<file path="config.mk">
export PLATFORM = sky130hd
export DESIGN_NAME = ex_mem
export DESIGN_NICKNAME = d
export VERILOG_FILES = /design/src/rtl/ex_mem_pkg.sv /design/src/rtl/ex_mem.sv
export SDC_FILE = /design/constraint.sdc
export NUM_CORES = 1
export LEC_CHECK = 0
export CORE_AREA = 3 3 273 275
export CTS_BUF_LIST = sky130_fd_sc_hd__clkbuf_4 sky130_fd_sc_hd__clkbuf_8
export DETAILED_ROUTE_END_ITERATION = 10
export DIE_AREA = 0 0 276 278
export HOLD_SLACK_MARGIN = 0.03
export PLACE_DENSITY = 0.52
export SLEW_MARGIN = 20
export SYNTH_ARGS = -nofsm -noshare
export SYNTH_HDL_FRONTEND = slang
export SYNTH_SLANG_ARGS = --single-unit
export TNS_END_PERCENT = 5
</file>
<file path="constraint.sdc">
create_clock -name clk -period 1 [get_ports clk]
set_input_delay 0.2 -clock clk [delete_from_list [all_inputs] [get_ports clk]]
set_output_delay 0.2 -clock clk [all_outputs]
set_load 0.05 [all_outputs]
</file>
<file path="src/rtl/ex_mem_pkg.sv">
// Shared widths, constants and the EX->MEM bundle type.
// Imported by the ex_mem pipeline register.
package ex_mem_pkg;

  localparam int ALU_OP_W   = 8;
  localparam int REG_W      = 32;
  localparam int REG_ADDR_W = 5;
  localparam int DREG_W     = 64;

  localparam logic RST_ENABLE  = 1'b0;
  localparam logic RST_DISABLE = 1'b1;
  localparam logic STOP        = 1'b1;
  localparam logic NO_STOP     = 1'b0;

  localparam logic [REG_W-1:0]      ZERO_WORD    = '0;
  localparam logic [DREG_W-1:0]     ZERO_DWORD   = '0;
  localparam logic [REG_ADDR_W-1:0] NOP_REG_ADDR = '0;
  localparam logic [ALU_OP_W-1:0]   EXE_NOP_OP   = 8'b0000_0000;
  localparam logic WRITE_DISABLE    = 1'b0;
  localparam logic NOT_IN_DSLOT     = 1'b0;

  localparam int ST_EX  = 3;
  localparam int ST_MEM = 4;

  typedef struct packed {
    logic [REG_ADDR_W-1:0] wd;
    logic                  wreg;
    logic [REG_W-1:0]      wdata;
    logic [REG_W-1:0]      hi;
    logic [REG_W-1:0]      lo;
    logic                  whilo;
    logic [ALU_OP_W-1:0]   aluop;
    logic [REG_W-1:0]      mem_addr;
    logic [REG_W-1:0]      reg2;
    logic                  cp0_we;
    logic [REG_ADDR_W-1:0] cp0_waddr;
    logic [REG_W-1:0]      cp0_data;
    logic [REG_W-1:0]      excepttype;
    logic                  in_dslot;
    logic [REG_W-1:0]      inst_addr;
  } ex_mem_t;

  localparam ex_mem_t MEM_BUBBLE = '{
    wd:         NOP_REG_ADDR,
    wreg:       WRITE_DISABLE,
    wdata:      ZERO_WORD,
    hi:         ZERO_WORD,
    lo:         ZERO_WORD,
    whilo:      WRITE_DISABLE,
    aluop:      EXE_NOP_OP,
    mem_addr:   ZERO_WORD,
    reg2:       ZERO_WORD,
    cp0_we:     WRITE_DISABLE,
    cp0_waddr:  NOP_REG_ADDR,
    cp0_data:   ZERO_WORD,
    excepttype: ZERO_WORD,
    in_dslot:   NOT_IN_DSLOT,
    inst_addr:  ZERO_WORD
  };

endpackage

</file>
<file path="src/rtl/ex_mem.sv">
// EX->MEM pipeline register with stall/flush handling.
// Also parks the MADD/MSUB partial product across EX stalls.
module ex_mem
  import ex_mem_pkg::*;
(
  input  logic                  clk,
  input  logic                  rst,
  input  logic [5:0]            stall,
  input  logic                  flush,
  input  logic [REG_ADDR_W-1:0] ex_wd,
  input  logic                  ex_wreg,
  input  logic [REG_W-1:0]      ex_wdata,
  input  logic [REG_W-1:0]      ex_hi,
  input  logic [REG_W-1:0]      ex_lo,
  input  logic                  ex_whilo,
  input  logic [ALU_OP_W-1:0]   ex_aluop,
  input  logic [REG_W-1:0]      ex_mem_addr,
  input  logic [REG_W-1:0]      ex_reg2,
  input  logic                  ex_cp0_reg_we,
  input  logic [REG_ADDR_W-1:0] ex_cp0_reg_write_addr,
  input  logic [REG_W-1:0]      ex_cp0_reg_data,
  input  logic [REG_W-1:0]      ex_excepttype,
  input  logic                  ex_is_in_delayslot,
  input  logic [REG_W-1:0]      ex_current_inst_address,
  input  logic [DREG_W-1:0]     hilo_i,
  input  logic [1:0]            cnt_i,
  output logic [REG_ADDR_W-1:0] mem_wd,
  output logic                  mem_wreg,
  output logic [REG_W-1:0]      mem_wdata,
  output logic [REG_W-1:0]      mem_hi,
  output logic [REG_W-1:0]      mem_lo,
  output logic                  mem_whilo,
  output logic [ALU_OP_W-1:0]   mem_aluop,
  output logic [REG_W-1:0]      mem_mem_addr,
  output logic [REG_W-1:0]      mem_reg2,
  output logic                  mem_cp0_reg_we,
  output logic [REG_ADDR_W-1:0] mem_cp0_reg_write_addr,
  output logic [REG_W-1:0]      mem_cp0_reg_data,
  output logic [REG_W-1:0]      mem_excepttype,
  output logic                  mem_is_in_delayslot,
  output logic [REG_W-1:0]      mem_current_inst_address,
  output logic [DREG_W-1:0]     hilo_o,
  output logic [1:0]            cnt_o
);

  ex_mem_t ex_b;
  ex_mem_t mem_q;

  always_comb begin
    ex_b            = MEM_BUBBLE;
    ex_b.wd         = ex_wd;
    ex_b.wreg       = ex_wreg;
    ex_b.wdata      = ex_wdata;
    ex_b.hi         = ex_hi;
    ex_b.lo         = ex_lo;
    ex_b.whilo      = ex_whilo;
    ex_b.aluop      = ex_aluop;
    ex_b.mem_addr   = ex_mem_addr;
    ex_b.reg2       = ex_reg2;
    ex_b.cp0_we     = ex_cp0_reg_we;
    ex_b.cp0_waddr  = ex_cp0_reg_write_addr;
    ex_b.cp0_data   = ex_cp0_reg_data;
    ex_b.excepttype = ex_excepttype;
    ex_b.in_dslot   = ex_is_in_delayslot;
    ex_b.inst_addr  = ex_current_inst_address;
  end

  // Priority: reset, flush, bubble (EX stalled, MEM free), advance, hold.
  always_ff @(posedge clk) begin
    if (rst == RST_ENABLE) begin
      mem_q  <= MEM_BUBBLE;
      hilo_o <= ZERO_DWORD;
      cnt_o  <= 2'b00;
    end else if (flush) begin
      mem_q  <= MEM_BUBBLE;
      hilo_o <= ZERO_DWORD;
      cnt_o  <= 2'b00;
    end else if (stall[ST_EX] == STOP &&
                 stall[ST_MEM] == NO_STOP) begin
      mem_q  <= MEM_BUBBLE;
      hilo_o <= hilo_i;
      cnt_o  <= cnt_i;
    end else if (stall[ST_EX] == NO_STOP) begin
      mem_q  <= ex_b;
      hilo_o <= ZERO_DWORD;
      cnt_o  <= 2'b00;
    end
  end

  assign mem_wd                   = mem_q.wd;
  assign mem_wreg                 = mem_q.wreg;
  assign mem_wdata                = mem_q.wdata;
  assign mem_hi                   = mem_q.hi;
  assign mem_lo                   = mem_q.lo;
  assign mem_whilo                = mem_q.whilo;
  assign mem_aluop                = mem_q.aluop;
  assign mem_mem_addr             = mem_q.mem_addr;
  assign mem_reg2                 = mem_q.reg2;
  assign mem_cp0_reg_we           = mem_q.cp0_we;
  assign mem_cp0_reg_write_addr   = mem_q.cp0_waddr;
  assign mem_cp0_reg_data         = mem_q.cp0_data;
  assign mem_excepttype           = mem_q.excepttype;
  assign mem_is_in_delayslot      = mem_q.in_dslot;
  assign mem_current_inst_address = mem_q.inst_addr;

endmodule
</file>
-- After elaboration in Yosys (flattened, before gate mapping)
Cells that the tools add are included.
Widths: inputs -> output; s select.
- register bits: 344
- input port bits: 353
- output and inout bits: 344
- equal/unequal tests: 1
- muxes and demuxes: 4
- bitwise gates (word level): 2
- reduce and logical (&&, ||, !) cells: 3
- operators by type and width (kind ; number):
    $mux 64 ; 2
    $mux 2 ; 2
    $reduce_or 3->1 ; 1
    $ne 2x1->1 const B ; 1
    $not 1->1 ; 2
    $reduce_or 2->1 ; 1
    $logic_and 1x1->1 ; 1

-- Logic depth before layout (Yosys ltp)
Gate-level depths: netlist (run 1).
- depth after elaboration: 3
- depth in mapped cells: 6
- depth with buffers taken out: 2

-- Least setup slack after synthesis (run 1)
No wires, ideal clock.
- kind: input to register
- start: in flush
- end: reg mem_q, in the netlist mem_cp0_reg_data[0]
- data arrival time: 0.890 ns
- path slack: -0.010 ns
- stages on the path: 5
- buffers on the path: 3
- cells stage by stage: nand2b_1 buf_2 clkbuf_1 buf_2 a21oi_1
- longest elaborated chain between the ends: 1
- RTL lines (element ; line ; text):
    start, declared ; ex_mem.sv:9 ; input logic flush,
    $reduce_or 3->1 (no line) ; n/a ;
    end signal, assigned ; ex_mem.sv:71 ; mem_q <= MEM_BUBBLE;
    end signal, assigned ; ex_mem.sv:75 ; mem_q <= MEM_BUBBLE;
    end signal, assigned ; ex_mem.sv:80 ; mem_q <= MEM_BUBBLE;
    end, declared ; ex_mem.sv:47 ; ex_mem_t mem_q;
Every way passes these cells.
A chain may end at the register's enable or synchronous reset.

-- Worst setup path in the final report (run 1)
- start: reg mem_q, in the netlist mem_wdata[31]
- end: out mem_wdata[31]
- RTL lines (element ; line ; text):
    end, declared ; ex_mem.sv:29 ; output logic [REG_W-1:0] mem_wdata,
No word-level cell between the ends.

==> summary.md, run 1 <==
| Metric | Value |
|---|---|
| Drt drc | `0` |
| Buffers on Ports | `around 690` |
| Max FFs per register | `64` |
| Worst Path Required | `roughly 0.8 ns` |
| Final ANT Viol Nets | `0` |
| CTS tree | `built` |
| Largest net degree at the start of global routing | `between 40 and 50` |
| Syn avg cell area | `between 9 and 10 µm²` |
| H-tree depth | `3` |
| Final setup vio count | `between 300 and 400` |
| Rel. slew slack | `0.549` |
| Slew Viols, Final | `0` |
| Clock skew | `0 ns` |
| Core area | `a little over 70000 µm²` |
| Gp weighted congestion | `roughly 0.82` |
| Layout cell share with drive strength beyond 1 | `0.411` |
| Syn_nets | `approximately 1.8k` |
| DP Area | `25000 µm²` |
| Syn Inst Count | `1450` |
| Wirelength per Cell | `around 17 µm` |
| Sequential Power Share | `0.395` |
| Peak VDD IR | `796 µV` |
| Startpoint types | `flop` |
| Pwr per Cell Area | `roughly 1300 nW/µm²` |
| Most common cell after layout, fill and taps aside | `buf_12` |
| Reg clk slew, reported paths | `0.05 ns` |
| Worst Hold Class | `in2reg` |
| Clock sink total | `about 340` |
| Sw power | `0.00991 W` |
| Row count | `99` |
| GRT Total Usage | `0.141` |
| Antenna violations before repair | `8` |
| Number of max-cap violations | `0` |
| RR Endpoint | `mem_current_inst_address[18]$_SDFFE_PP0N_` |
| R2r setup slk | `0.26 ns` |
| Fin crit share | `1.34` |
| Bufs on Longest Clock Path | `3` |
| Die area | `~77000 µm²` |
| Die span in y | `between 200 and 300 µm` |
| Register bit total from synthesis | `344` |
| Area Overhead vs Synth | `108%` |
| Critical path data arrival time | `between 1 and 1.5 ns` |
| Num CTS Buffers | `69` |
| Worst R2R Path Depth | `3` |
| Hold Startpoint | `stall[3]` |
| Number of vias per cell | `around 4.1` |
| Slew of the pin with the lowest slew margin | `0.676 ns` |
| Congestion Overflow GR | `0` |
| Family with the most delay on the worst path | `flip-flops` |
| Hold Crit Depth | `4` |
| Mapped Area | `around 13000 µm²` |
| Pre-CTS WS | `-0.458 ns` |
| Synthesis warning total | `0` |
| RSZ-0062 raised after global routing | `yes` |
| Clock Tree Root | `clkbuf_8` |
| FF-to-FF Start | `mem_current_inst_address[18]$_SDFFE_PP0N_` |
| Logic pwr share | `0.177` |
| Crit. End Element | `output pin` |
| CP Class | `reg2out` |
| Max Clock Freq | `around 0.75 GHz` |
| Min Clock Period, post-route | `1.34 ns` |
| Number of global-route vias before repair | `about 14k` |
| Worst path bufs/invs | `1` |
| IO Count | `697` |
| Distinct cell type count after synthesis | `12` |
| Crit-path slowest cell | `dfxtp_4` |
| Crit-path max cell delay | `roughly 0.36 ns` |
| Die width | `about 280 µm` |
| Pre-antenna DRT Iters | `5` |
| Final Cell Area | `27200 µm²` |
| Final setup margin | `-0.338 ns` |
| Nets | `roughly 2.5k` |
| First-pass GRT wire length | `between 80000 and 90000 µm` |
| WL final | `between 50000 and 60000 µm` |
| Hold Path End | `mem_mem_addr[20]$_SDFFE_PP0N_` |
| Seq/Total Area, Yosys | `0.526` |
| Clock power share | `0.428` |
| Via count | `~13k` |
| Worst-Skew Late Latency | `roughly 0.63 ns` |
| Critical-path maximum fanout | `2` |
| Pint | `0.0268 W` |
| DP HPWL | `42800 µm` |
| Starting density of the core | `0.180` |
| Cell Chain, Critical Path | `buf_12` |
| Switch share | `0.270` |
| Outcome | `complete, but fails checks` |
| Most frequent cells in the layout | `368 x buf_12, 346 x clkdlybuf4s50_1, 313 x dfxtp_2` |
| Violated checks | `setup timing` |
| Leakage power | `slightly above 10 nW` |
| Final Hold Fails | `0` |
| Register with the most flip-flops | `hilo_o` |
| Initial drt markers | `490` |
## synthesized netlist by cell type (all sizes together)
master  instances  area, µm²
nand3b          1       7.51
clkbuf         42        158
nor2           66        248
nand2b        279       1750
buf            96        602
a21oi         278       1390
dfxtp         344       6890
nand3         278       1390
mux2i          66        661
## area by class of cell
| type | count | area (µm²) |
|---|---|---|
| Sequential cell | 344 | 7390 |
| Timing Repair Buffer | 803 | 11600 |
| Fill cell | 7169 | 45400 |
| Clock inverter | 13 | 168 |
| Clock buffer | 108 | 1350 |
| Tap cell | 959 | 1200 |
| Antenna cell | 7 | 17.5 |
| Multi-Input combinational cell | 968 | 5460 |
## per-stage QoR
| stage | instances | util | setup TNS [ns] | total power (W) | hold WS (ns) |
|---|---|---|---|---|---|
| 2_1_floorplan | 1450 | - | -0.160 | 0.0174 | 0.344 |
| 4_1_cts | 3195 | 0.373 | -150.09 | 0.0376 | 0.0318 |
| 3_5_place_dp | 3066 | 0.345 | -137.22 | 0.0213 | 0.506 |
| 5_1_grt | 3202 | 0.375 | -142.57 | 0.0385 | 0.0435 |
| 6_report | 3202 | 0.375 | -104.87 | 0.0367 | 0.0978 |
| 3_3_place_gp | 3066 | 0.345 | -127.70 | 0.0212 | 0.493 |
## worst max-delay path by stage
stage / from / end / slack (ns) / cells past startpoint
after global routing: mem_current_inst_address[14]$_SDFFE_PP0N_ / mem_current_inst_address[14] / -0.46 / 1
after floorplan: stall[3] / mem_wd[0]$_SDFFE_PP0N_ / -0.004 / 6
final: mem_wdata[31]$_SDFFE_PP0N_ / mem_wdata[31] / -0.34 / 1
after CTS: mem_current_inst_address[14]$_SDFFE_PP0N_ / mem_current_inst_address[14] / -0.45 / 1
after global placement: flush / mem_hi[10]$_SDFFE_PP0N_ / -0.42 / 5
after detailed placement: flush / mem_hi[25]$_SDFFE_PP0N_ / -0.46 / 5
## routing by layer
layer | up-vias | routed length [µm] | global-route usage
li1 | 6399 | - | -
met1 | 6234 | 20900 | 0.154
met2 | 462 | 28500 | 0.247
met3 | 108 | 4590 | 0.0527
met4 | 2 | 1810 | 0.0547
met5 | - | 7 | 0
## cell families (layout without fill, tap and decap cells)
family / after synthesis / in the layout / synth area share
and+or+nand+nor: 624 / 624 / 0.259
DFF: 344 / 344 / 0.526
AOI/OAI and AO/OA: 278 / 278 / 0.106
buffers and inverters: 138 / 924 / 0.0580
muxes: 66 / 66 / 0.0505
other: 0 / 7 / 0
## power by group through the flow
| stage | logic [W] | registers [W] | clock network, W |
|---|---|---|---|
| after floorplan | 0.00149 | 0.0159 | 0 |
| after global placement | 0.00642 | 0.0148 | 0 |
| after detailed placement | 0.00647 | 0.0148 | 0 |
| after CTS | 0.00655 | 0.0146 | 0.0165 |
| after global routing | 0.00687 | 0.0145 | 0.0171 |
| final | 0.00650 | 0.0145 | 0.0157 |
## timing repair
action	4_1_cts	5_1_grt
cloned	0	1
hold buffers	7	0
gates resized for setup	353	30
endpoints found under the setup margin	344	428
hold endpoints to repair	59	0
setup buffers	1	0
Power figures use the tool's default switching activity.
==> run 2, diff against run 1 <==
--- a/config.mk
+++ b/config.mk
@@ -11,7 +11,7 @@
 export DIE_AREA = 0 0 276 278
 export HOLD_SLACK_MARGIN = 0.03
 export PLACE_DENSITY = 0.52
-export SLEW_MARGIN = 20
+export SLEW_MARGIN = 10
 export SYNTH_ARGS = -nofsm -noshare
 export SYNTH_HDL_FRONTEND = slang
 export SYNTH_SLANG_ARGS = --single-unit
==> results of run 2 <==
No change in the layout: final DEF, timing and power equal those of run 1.
